--- src/rtl/mc_control_if.sv ---
// Controller <-> datapath bundle for the multi-cycle MIPS main controller.
// master = controller side, slave = datapath/IR side.
interface mc_control_if #(
    parameter int CNT_W = 32
);
    logic [5:0]       op_i;
    logic             mem_ready_i;
    logic             pc_write_o;
    logic             pc_write_cond_o;
    logic             i_or_d_o;
    logic             mem_read_o;
    logic             mem_write_o;
    logic             ir_write_o;
    logic             mem_to_reg_o;
    logic             reg_dst_o;
    logic             reg_write_o;
    logic             alu_src_a_o;
    logic [1:0]       alu_src_b_o;
    logic [1:0]       alu_op_o;
    logic [1:0]       pc_source_o;
    logic             ext_zero_o;
    logic [3:0]       state_o;
    logic [CNT_W-1:0] retired_o;
    logic             illegal_o;

    modport master (
        input  op_i, mem_ready_i,
        output pc_write_o, pc_write_cond_o, i_or_d_o, mem_read_o, mem_write_o,
               ir_write_o, mem_to_reg_o, reg_dst_o, reg_write_o, alu_src_a_o,
               alu_src_b_o, alu_op_o, pc_source_o, ext_zero_o, state_o,
               retired_o, illegal_o
    );

    modport slave (
        output op_i, mem_ready_i,
        input  pc_write_o, pc_write_cond_o, i_or_d_o, mem_read_o, mem_write_o,
               ir_write_o, mem_to_reg_o, reg_dst_o, reg_write_o, alu_src_a_o,
               alu_src_b_o, alu_op_o, pc_source_o, ext_zero_o, state_o,
               retired_o, illegal_o
    );
endinterface

--- src/rtl/mc_control_fsm.sv ---
// Main controller of the multi-cycle MIPS datapath: sequences fetch/decode/
// execute/memory/writeback, selects the immediate extender mode and counts
// retired instructions.
// Optional feature: define MC_ILLEGAL_TRAP_EN to trap unknown opcodes in a
// sticky TRAP state (illegal_o = 1); otherwise they retire as NOPs.
module mc_control_fsm #(
    parameter int CNT_W = 32
) (
    input  logic         clk_i,
    input  logic         rst_i,
    mc_control_if.master bus
);
    localparam logic [3:0] FETCH     = 4'd0;
    localparam logic [3:0] DECODE    = 4'd1;
    localparam logic [3:0] MEM_ADDR  = 4'd2;
    localparam logic [3:0] MEM_READ  = 4'd3;
    localparam logic [3:0] MEM_WB    = 4'd4;
    localparam logic [3:0] MEM_WRITE = 4'd5;
    localparam logic [3:0] R_EXEC    = 4'd6;
    localparam logic [3:0] R_WB      = 4'd7;
    localparam logic [3:0] BRANCH    = 4'd8;
    localparam logic [3:0] JUMP      = 4'd9;
    localparam logic [3:0] I_EXEC    = 4'd10;
    localparam logic [3:0] I_WB      = 4'd11;
`ifdef MC_ILLEGAL_TRAP_EN
    localparam logic [3:0] TRAP      = 4'd12;
`endif

    localparam logic [5:0] OP_RTYPE = 6'd0;
    localparam logic [5:0] OP_J     = 6'd2;
    localparam logic [5:0] OP_BEQ   = 6'd4;
    localparam logic [5:0] OP_ADDI  = 6'd8;
    localparam logic [5:0] OP_SLTI  = 6'd10;
    localparam logic [5:0] OP_ORI   = 6'd13;
    localparam logic [5:0] OP_LW    = 6'd35;
    localparam logic [5:0] OP_SW    = 6'd43;

    logic [3:0]       state, state_n;
    logic             retire;
    logic [CNT_W-1:0] retired;

    // Next-state selection; retire marks every return to FETCH that completes an instruction.
    always_comb begin
        state_n = FETCH;
        retire  = 1'b0;
        case (state)
            FETCH:     state_n = bus.mem_ready_i ? DECODE : FETCH;
            DECODE: begin
                case (bus.op_i)
                    OP_RTYPE:                 state_n = R_EXEC;
                    OP_LW, OP_SW:             state_n = MEM_ADDR;
                    OP_BEQ:                   state_n = BRANCH;
                    OP_J:                     state_n = JUMP;
                    OP_ADDI, OP_SLTI, OP_ORI: state_n = I_EXEC;
                    default: begin
`ifdef MC_ILLEGAL_TRAP_EN
                        state_n = TRAP;
`else
                        state_n = FETCH;
                        retire  = 1'b1;
`endif
                    end
                endcase
            end
            MEM_ADDR:  state_n = (bus.op_i == OP_LW) ? MEM_READ : MEM_WRITE;
            MEM_READ:  state_n = bus.mem_ready_i ? MEM_WB : MEM_READ;
            MEM_WRITE: begin
                state_n = bus.mem_ready_i ? FETCH : MEM_WRITE;
                retire  = bus.mem_ready_i;
            end
            R_EXEC:    state_n = R_WB;
            I_EXEC:    state_n = I_WB;
            MEM_WB, R_WB, I_WB, BRANCH, JUMP: begin
                state_n = FETCH;
                retire  = 1'b1;
            end
`ifdef MC_ILLEGAL_TRAP_EN
            TRAP:      state_n = TRAP;
`endif
            default:   state_n = FETCH;
        endcase
    end

    // State register and retired-instruction counter (wraps naturally).
    always_ff @(posedge clk_i) begin
        if (rst_i) begin
            state   <= FETCH;
            retired <= '0;
        end else begin
            state <= state_n;
            if (retire) retired <= retired + 1'b1;
        end
    end

`ifdef MC_ILLEGAL_TRAP_EN
    logic illegal;

    // Sticky flag, set on the same edge that enters TRAP.
    always_ff @(posedge clk_i) begin
        if (rst_i)                illegal <= 1'b0;
        else if (state_n == TRAP) illegal <= 1'b1;
    end
    assign bus.illegal_o = illegal;
`else
    assign bus.illegal_o = 1'b0;
`endif

    // Moore-style control decode; FETCH alone looks at mem_ready_i for the IR/PC loads.
    always_comb begin
        bus.pc_write_o      = 1'b0;
        bus.pc_write_cond_o = 1'b0;
        bus.i_or_d_o        = 1'b0;
        bus.mem_read_o      = 1'b0;
        bus.mem_write_o     = 1'b0;
        bus.ir_write_o      = 1'b0;
        bus.mem_to_reg_o    = 1'b0;
        bus.reg_dst_o       = 1'b0;
        bus.reg_write_o     = 1'b0;
        bus.alu_src_a_o     = 1'b0;
        bus.alu_src_b_o     = 2'b00;
        bus.alu_op_o        = 2'b00;
        bus.pc_source_o     = 2'b00;
        case (state)
            FETCH: begin
                bus.mem_read_o  = 1'b1;
                bus.alu_src_b_o = 2'b01;
                bus.ir_write_o  = bus.mem_ready_i;
                bus.pc_write_o  = bus.mem_ready_i;
            end
            DECODE:    bus.alu_src_b_o = 2'b11;
            MEM_ADDR: begin
                bus.alu_src_a_o = 1'b1;
                bus.alu_src_b_o = 2'b10;
            end
            MEM_READ: begin
                bus.i_or_d_o   = 1'b1;
                bus.mem_read_o = 1'b1;
            end
            MEM_WRITE: begin
                bus.i_or_d_o    = 1'b1;
                bus.mem_write_o = 1'b1;
            end
            MEM_WB: begin
                bus.reg_write_o  = 1'b1;
                bus.mem_to_reg_o = 1'b1;
            end
            R_EXEC: begin
                bus.alu_src_a_o = 1'b1;
                bus.alu_op_o    = 2'b10;
            end
            R_WB: begin
                bus.reg_write_o = 1'b1;
                bus.reg_dst_o   = 1'b1;
            end
            BRANCH: begin
                bus.alu_src_a_o     = 1'b1;
                bus.alu_op_o        = 2'b01;
                bus.pc_write_cond_o = 1'b1;
                bus.pc_source_o     = 2'b01;
            end
            JUMP: begin
                bus.pc_write_o  = 1'b1;
                bus.pc_source_o = 2'b10;
            end
            I_EXEC: begin
                bus.alu_src_a_o = 1'b1;
                bus.alu_src_b_o = 2'b10;
                bus.alu_op_o    = 2'b11;
            end
            I_WB:      bus.reg_write_o = 1'b1;
            default: ;
        endcase
        // Reset wins over any state so nothing is enabled during reset.
        if (rst_i) begin
            bus.pc_write_o      = 1'b0;
            bus.pc_write_cond_o = 1'b0;
            bus.i_or_d_o        = 1'b0;
            bus.mem_read_o      = 1'b0;
            bus.mem_write_o     = 1'b0;
            bus.ir_write_o      = 1'b0;
            bus.mem_to_reg_o    = 1'b0;
            bus.reg_dst_o       = 1'b0;
            bus.reg_write_o     = 1'b0;
            bus.alu_src_a_o     = 1'b0;
            bus.alu_src_b_o     = 2'b00;
            bus.alu_op_o        = 2'b00;
            bus.pc_source_o     = 2'b00;
        end
    end

    assign bus.ext_zero_o = (state != FETCH) && (bus.op_i == OP_ORI);
    assign bus.state_o    = state;
    assign bus.retired_o  = retired;
endmodule

--- src/flat_wrapper.sv ---
// flat-port wrapper written by rule: the top's interface ports become plain ports
module mc_control_fsm_flat 
#(
    parameter int CNT_W = 32
)
  (clk_i, rst_i, bus_op_i, bus_mem_ready_i, bus_pc_write_o, bus_pc_write_cond_o, bus_i_or_d_o, bus_mem_read_o, bus_mem_write_o, bus_ir_write_o, bus_mem_to_reg_o, bus_reg_dst_o, bus_reg_write_o, bus_alu_src_a_o, bus_alu_src_b_o, bus_alu_op_o, bus_pc_source_o, bus_ext_zero_o, bus_state_o, bus_retired_o, bus_illegal_o);
  mc_control_if #(.CNT_W(CNT_W)) bus_i ();
  input  logic clk_i;
  input  logic rst_i;
  input wire logic [$bits(bus_i.op_i)-1:0] bus_op_i;
  input wire logic [$bits(bus_i.mem_ready_i)-1:0] bus_mem_ready_i;
  output wire logic [$bits(bus_i.pc_write_o)-1:0] bus_pc_write_o;
  output wire logic [$bits(bus_i.pc_write_cond_o)-1:0] bus_pc_write_cond_o;
  output wire logic [$bits(bus_i.i_or_d_o)-1:0] bus_i_or_d_o;
  output wire logic [$bits(bus_i.mem_read_o)-1:0] bus_mem_read_o;
  output wire logic [$bits(bus_i.mem_write_o)-1:0] bus_mem_write_o;
  output wire logic [$bits(bus_i.ir_write_o)-1:0] bus_ir_write_o;
  output wire logic [$bits(bus_i.mem_to_reg_o)-1:0] bus_mem_to_reg_o;
  output wire logic [$bits(bus_i.reg_dst_o)-1:0] bus_reg_dst_o;
  output wire logic [$bits(bus_i.reg_write_o)-1:0] bus_reg_write_o;
  output wire logic [$bits(bus_i.alu_src_a_o)-1:0] bus_alu_src_a_o;
  output wire logic [$bits(bus_i.alu_src_b_o)-1:0] bus_alu_src_b_o;
  output wire logic [$bits(bus_i.alu_op_o)-1:0] bus_alu_op_o;
  output wire logic [$bits(bus_i.pc_source_o)-1:0] bus_pc_source_o;
  output wire logic [$bits(bus_i.ext_zero_o)-1:0] bus_ext_zero_o;
  output wire logic [$bits(bus_i.state_o)-1:0] bus_state_o;
  output wire logic [$bits(bus_i.retired_o)-1:0] bus_retired_o;
  output wire logic [$bits(bus_i.illegal_o)-1:0] bus_illegal_o;
  assign bus_i.op_i = bus_op_i;
  assign bus_i.mem_ready_i = bus_mem_ready_i;
  assign bus_pc_write_o = bus_i.pc_write_o;
  assign bus_pc_write_cond_o = bus_i.pc_write_cond_o;
  assign bus_i_or_d_o = bus_i.i_or_d_o;
  assign bus_mem_read_o = bus_i.mem_read_o;
  assign bus_mem_write_o = bus_i.mem_write_o;
  assign bus_ir_write_o = bus_i.ir_write_o;
  assign bus_mem_to_reg_o = bus_i.mem_to_reg_o;
  assign bus_reg_dst_o = bus_i.reg_dst_o;
  assign bus_reg_write_o = bus_i.reg_write_o;
  assign bus_alu_src_a_o = bus_i.alu_src_a_o;
  assign bus_alu_src_b_o = bus_i.alu_src_b_o;
  assign bus_alu_op_o = bus_i.alu_op_o;
  assign bus_pc_source_o = bus_i.pc_source_o;
  assign bus_ext_zero_o = bus_i.ext_zero_o;
  assign bus_state_o = bus_i.state_o;
  assign bus_retired_o = bus_i.retired_o;
  assign bus_illegal_o = bus_i.illegal_o;
  mc_control_fsm #(.CNT_W(CNT_W)) u_core (.clk_i(clk_i), .rst_i(rst_i), .bus(bus_i));
endmodule
--- config.mk ---
export PLATFORM = sky130hd
export DESIGN_NAME = mc_control_fsm_flat
export DESIGN_NICKNAME = d
export VERILOG_FILES = /design/src/rtl/mc_control_if.sv /design/src/rtl/mc_control_fsm.sv /design/src/flat_wrapper.sv
export SDC_FILE = /design/constraint.sdc
export NUM_CORES = 1
export LEC_CHECK = 0
export CAP_MARGIN = 15
export CORE_MARGIN = 2
export CORE_UTILIZATION = 40
export DETAILED_ROUTE_END_ITERATION = 8
export GPL_TIMING_DRIVEN = 0
export PLACE_DENSITY_LB_ADDON = 0.05
export REMOVE_ABC_BUFFERS = 1
export SYNTH_ARGS = -nofsm -noshare
export SYNTH_HDL_FRONTEND = slang
export SYNTH_SLANG_ARGS = --single-unit
export TNS_END_PERCENT = 50
--- constraint.sdc ---
create_clock -name clk_i -period 3.6 [get_ports clk_i]
set_clock_uncertainty 0.2 [all_clocks]
set_input_delay 0.54 -clock clk_i [delete_from_list [all_inputs] [get_ports clk_i]]
set_output_delay 0.54 -clock clk_i [all_outputs]
set_load 0.01 [all_outputs]
==> results by group <==
Worst setup path
  • Worst Path Arrival: 2310 ps
  • Reg2reg path depth: 4
  • Critical path cell sequence: nand2b_1, or2_2, a21oi_1, clkdlybuf4s50_1
  • Worst Setup Start Kind: register
  • Critical path class: register to output port
  • Reg-to-Reg Start: u_core.bus.state_o[0]
  • Max FO, Critical Path: 17
  • Worst R2R End: u_core.bus.retired_o[29]
  • Slowest stage cell on the critical path: dfxtp_1
  • Worst path top cell family by delay: simple AND/OR/NAND/NOR gates
  • Slowest Stage Delay on Critical Path: 640 ps
  • CP Data Required Time: 2860 ps
  • Worst R2R Setup Slack: 750 ps
  • CP endpoint kind: output port
  • CP bufs+invs: 1

Layout
  • Final nets: 361
  • Most frequent cells in the layout: 60 x clkdlybuf4s50_1, 36 x a21oi_1, 36 x dfxtp_1, 23 x nand2_1, 17 x nor2_1
  • ANT cells: 0
  • Commonest non-fill, non-tap cell in the layout: clkdlybuf4s50_1
  • P&R area growth vs syn: 28.3%
  • Fin area: 0.00301 mm^2
  • Layout cells sized above 1: 5.40%

STA
  • Final period util: 84.8%
  • Fin worst setup slack: 546 ps
  • Endpoints failing hold: 0
  • Fmax: 327 MHz
  • Final setup fails: 0
  • RSZ-0062 raised after global routing: false
  • Final min period: 3050 ps
  • Hold slack: 288 ps
  • Setup TNS: 0 ps
  • Slew margin rel.: 34.0%
  • Max Slew Vio Count: 0
  • Slew @ Worst Pin: 981 ps

Clock tree
  • CTS root buf: clkbuf_8
  • Clock sinks: 36
  • Cts-stage hold buffer count: 0
  • # resized after CTS: 0
  • Worst-Skew Late Latency: 290 ps
  • Clock Pin Slew Worst Setup and Hold Paths: 70 ps
  • TritonCTS clock tree: yes
  • H-tree depth: 2
  • CTS Buf Count: 5
  • Post-CTS Setup Inserts: 0
  • CTS Buffer Depth: 2

Drt
  • Final WL: 6390 um
  • Residual DRC: 0
  • Vias: 2,504
  • Vias/cell: 5.91
  • Number of routed nets with antenna violations: 0
  • Total iterations of the first detailed-routing run: 4
  • Initial DRC Count: 82
  • Routed WL per cell: 15.1 um

Run status
  • Status: finished, final reports clean

Global route
  • Global-route usage over all layers: 20.6%
  • Initial antenna violation count: 0
  • First-pass GRT wire length: 10,700 um
  • Pin count of the biggest net entering global routing: 47
  • Vias in the first global route: 2,317
  • Total grt overflow: 0

Hold path
  • Min-Delay Path Class: register to register
  • Min-delay src: u_core.bus.retired_o[31]
  • Min-Delay Path Depth: 2
  • Worst Hold End: u_core.bus.retired_o[31]

Power and ir drop
  • Clock group share of total power: 35.7%
  • Sw frac: 27.4%
  • Internal power: 588 uW
  • Comb pwr share: 13.3%
  • LEAKAGE: 0.000857 uW
  • NetSw: 222 uW
  • Power Dens Cells: 269 mW/mm^2
  • Max IR drop VDD: 203 uV
  • Share of power burned in registers: 51.0%
  • Final Power: 810 uW

Logic synthesis
  • Post-synthesis register bit count: 36
  • Share of the synthesized area in the top cell type: 30.7%
  • Synth Flop Type: dfxtp_1
  • EDFF count, synth: 0
  • Yosys warnings: 0
  • Synth unique cells: 54
  • Top cells by area, synth: dfxtp_1 31%, a21oi_1 7.7%, o31ai_1 3.8%, or4_1 3.8%, nand2_1 3.7%
  • Syn Inst Count: 308
  • Cell taking the most area after synthesis: dfxtp_1
  • Syn avg cell area: 7.61 um^2
  • Mapped cell area: 0.00234 mm^2
  • Part of the Yosys area used for sequential elements: 30.7%
  • Asr flop ratio synth: 0%

Die
  • Core footprint: 0.00557 mm^2
  • Die ar.: 0.00649 mm^2
  • Die Wd: 80.6 um
  • Cell row count: 27
  • Initial Util: 42.1%
  • Die height: 80.6 um
  • IO Pins: 63

Placement
  • DP Area: 0.00292 mm^2
  • GPL Wtd Cong: 0.845
  • Detailed placement HPWL: 4390 um
  • DP Worst Slack: 569 ps
  • PortBufs: 61

Run
  • Max-cap violations: 0
==> power by group through the flow <==
stage	registers [uW]	clock network [uW]	logic, uW
5_1_grt	415	318	121
2_1_floorplan	422	0	55.1
6_report	413	289	108
3_5_place_dp	423	0	109
4_1_cts	413	302	109
3_3_place_gp	422	0	109
==> layer usage <==
metal / global-route usage (%) / vias up / routed length, um
met4: 5.59 / 0 / 34
met3: 4.38 / 4 / 304
met1: 26.5 / 1183 / 2960
met5: 0 / - / 0
li1: - / 1260 / -
met2: 34.8 / 57 / 3090
==> cell type report <==
type	count	area (um^2)
clock buffer	7	76.3
clock inverter	1	8.76
fill	555	2570
inverter	9	33.8
multi-input combinational	238	1470
sequential	36	721
tap	72	90.1
timing repair buffer	61	606
==> sequential cells by signal, indices dropped and copies added, names as in the netlist <==
name and count:
u_core.bus.retired_o 32, u_core.bus.state_o 4
==> synth_stat cells (6+ instances only) <==
cell type and number:
a21oi_1 36, dfxtp_1 36, nand2_1 23, clkbuf_1 19, nor2_1 17, nor3_1 14, o21ai_0 14, nand3_1 12
o31ai_1 12, or4_1 12, inv_1 9, nand4_1 9, nor4_1 9, or3_1 9, nand2b_1 6
==> worst max-delay path by stage <==
stage                                          end  cells past startpoint  slack, ps                  start
after detailed placement  u_core.bus.retired_o[21]                      6        570            bus_op_i[3]
after global routing               bus_reg_write_o                      4        380  u_core.bus.state_o[3]
after global placement              bus_pc_write_o                      5       -470                  rst_i
final                              bus_reg_write_o                      4        550  u_core.bus.state_o[3]
after CTS                          bus_reg_write_o                      4        530  u_core.bus.state_o[3]
after floorplan           u_core.bus.retired_o[11]                      4       1010  u_core.bus.state_o[0]
==> tightest hold or removal path, stage by stage (launching register included) <==
cell     delay (ps)
dfxtp_1         320
o31ai_1          60
a21oi_1          60
==> cells by family after synthesis <==
logic type,count (synthesis),synth area share (%)
fa+ha+maj,1,0.534
xor+xnor,3,1.12
buf+inv,34,6.46
mux,2,0.854
simple gates,142,35.8
other cells,1,0.160
compound gates,89,24.4
flops,36,30.7
==> per-stage QoR <==
stage	utilization (%)	cells
after floorplan	-	283
after global placement	52.5	416
after detailed placement	52.4	416
after CTS	54.0	424
after global routing	54.0	424
final	54.0	424
Note: power is estimated with default switching activity, not from simulation.
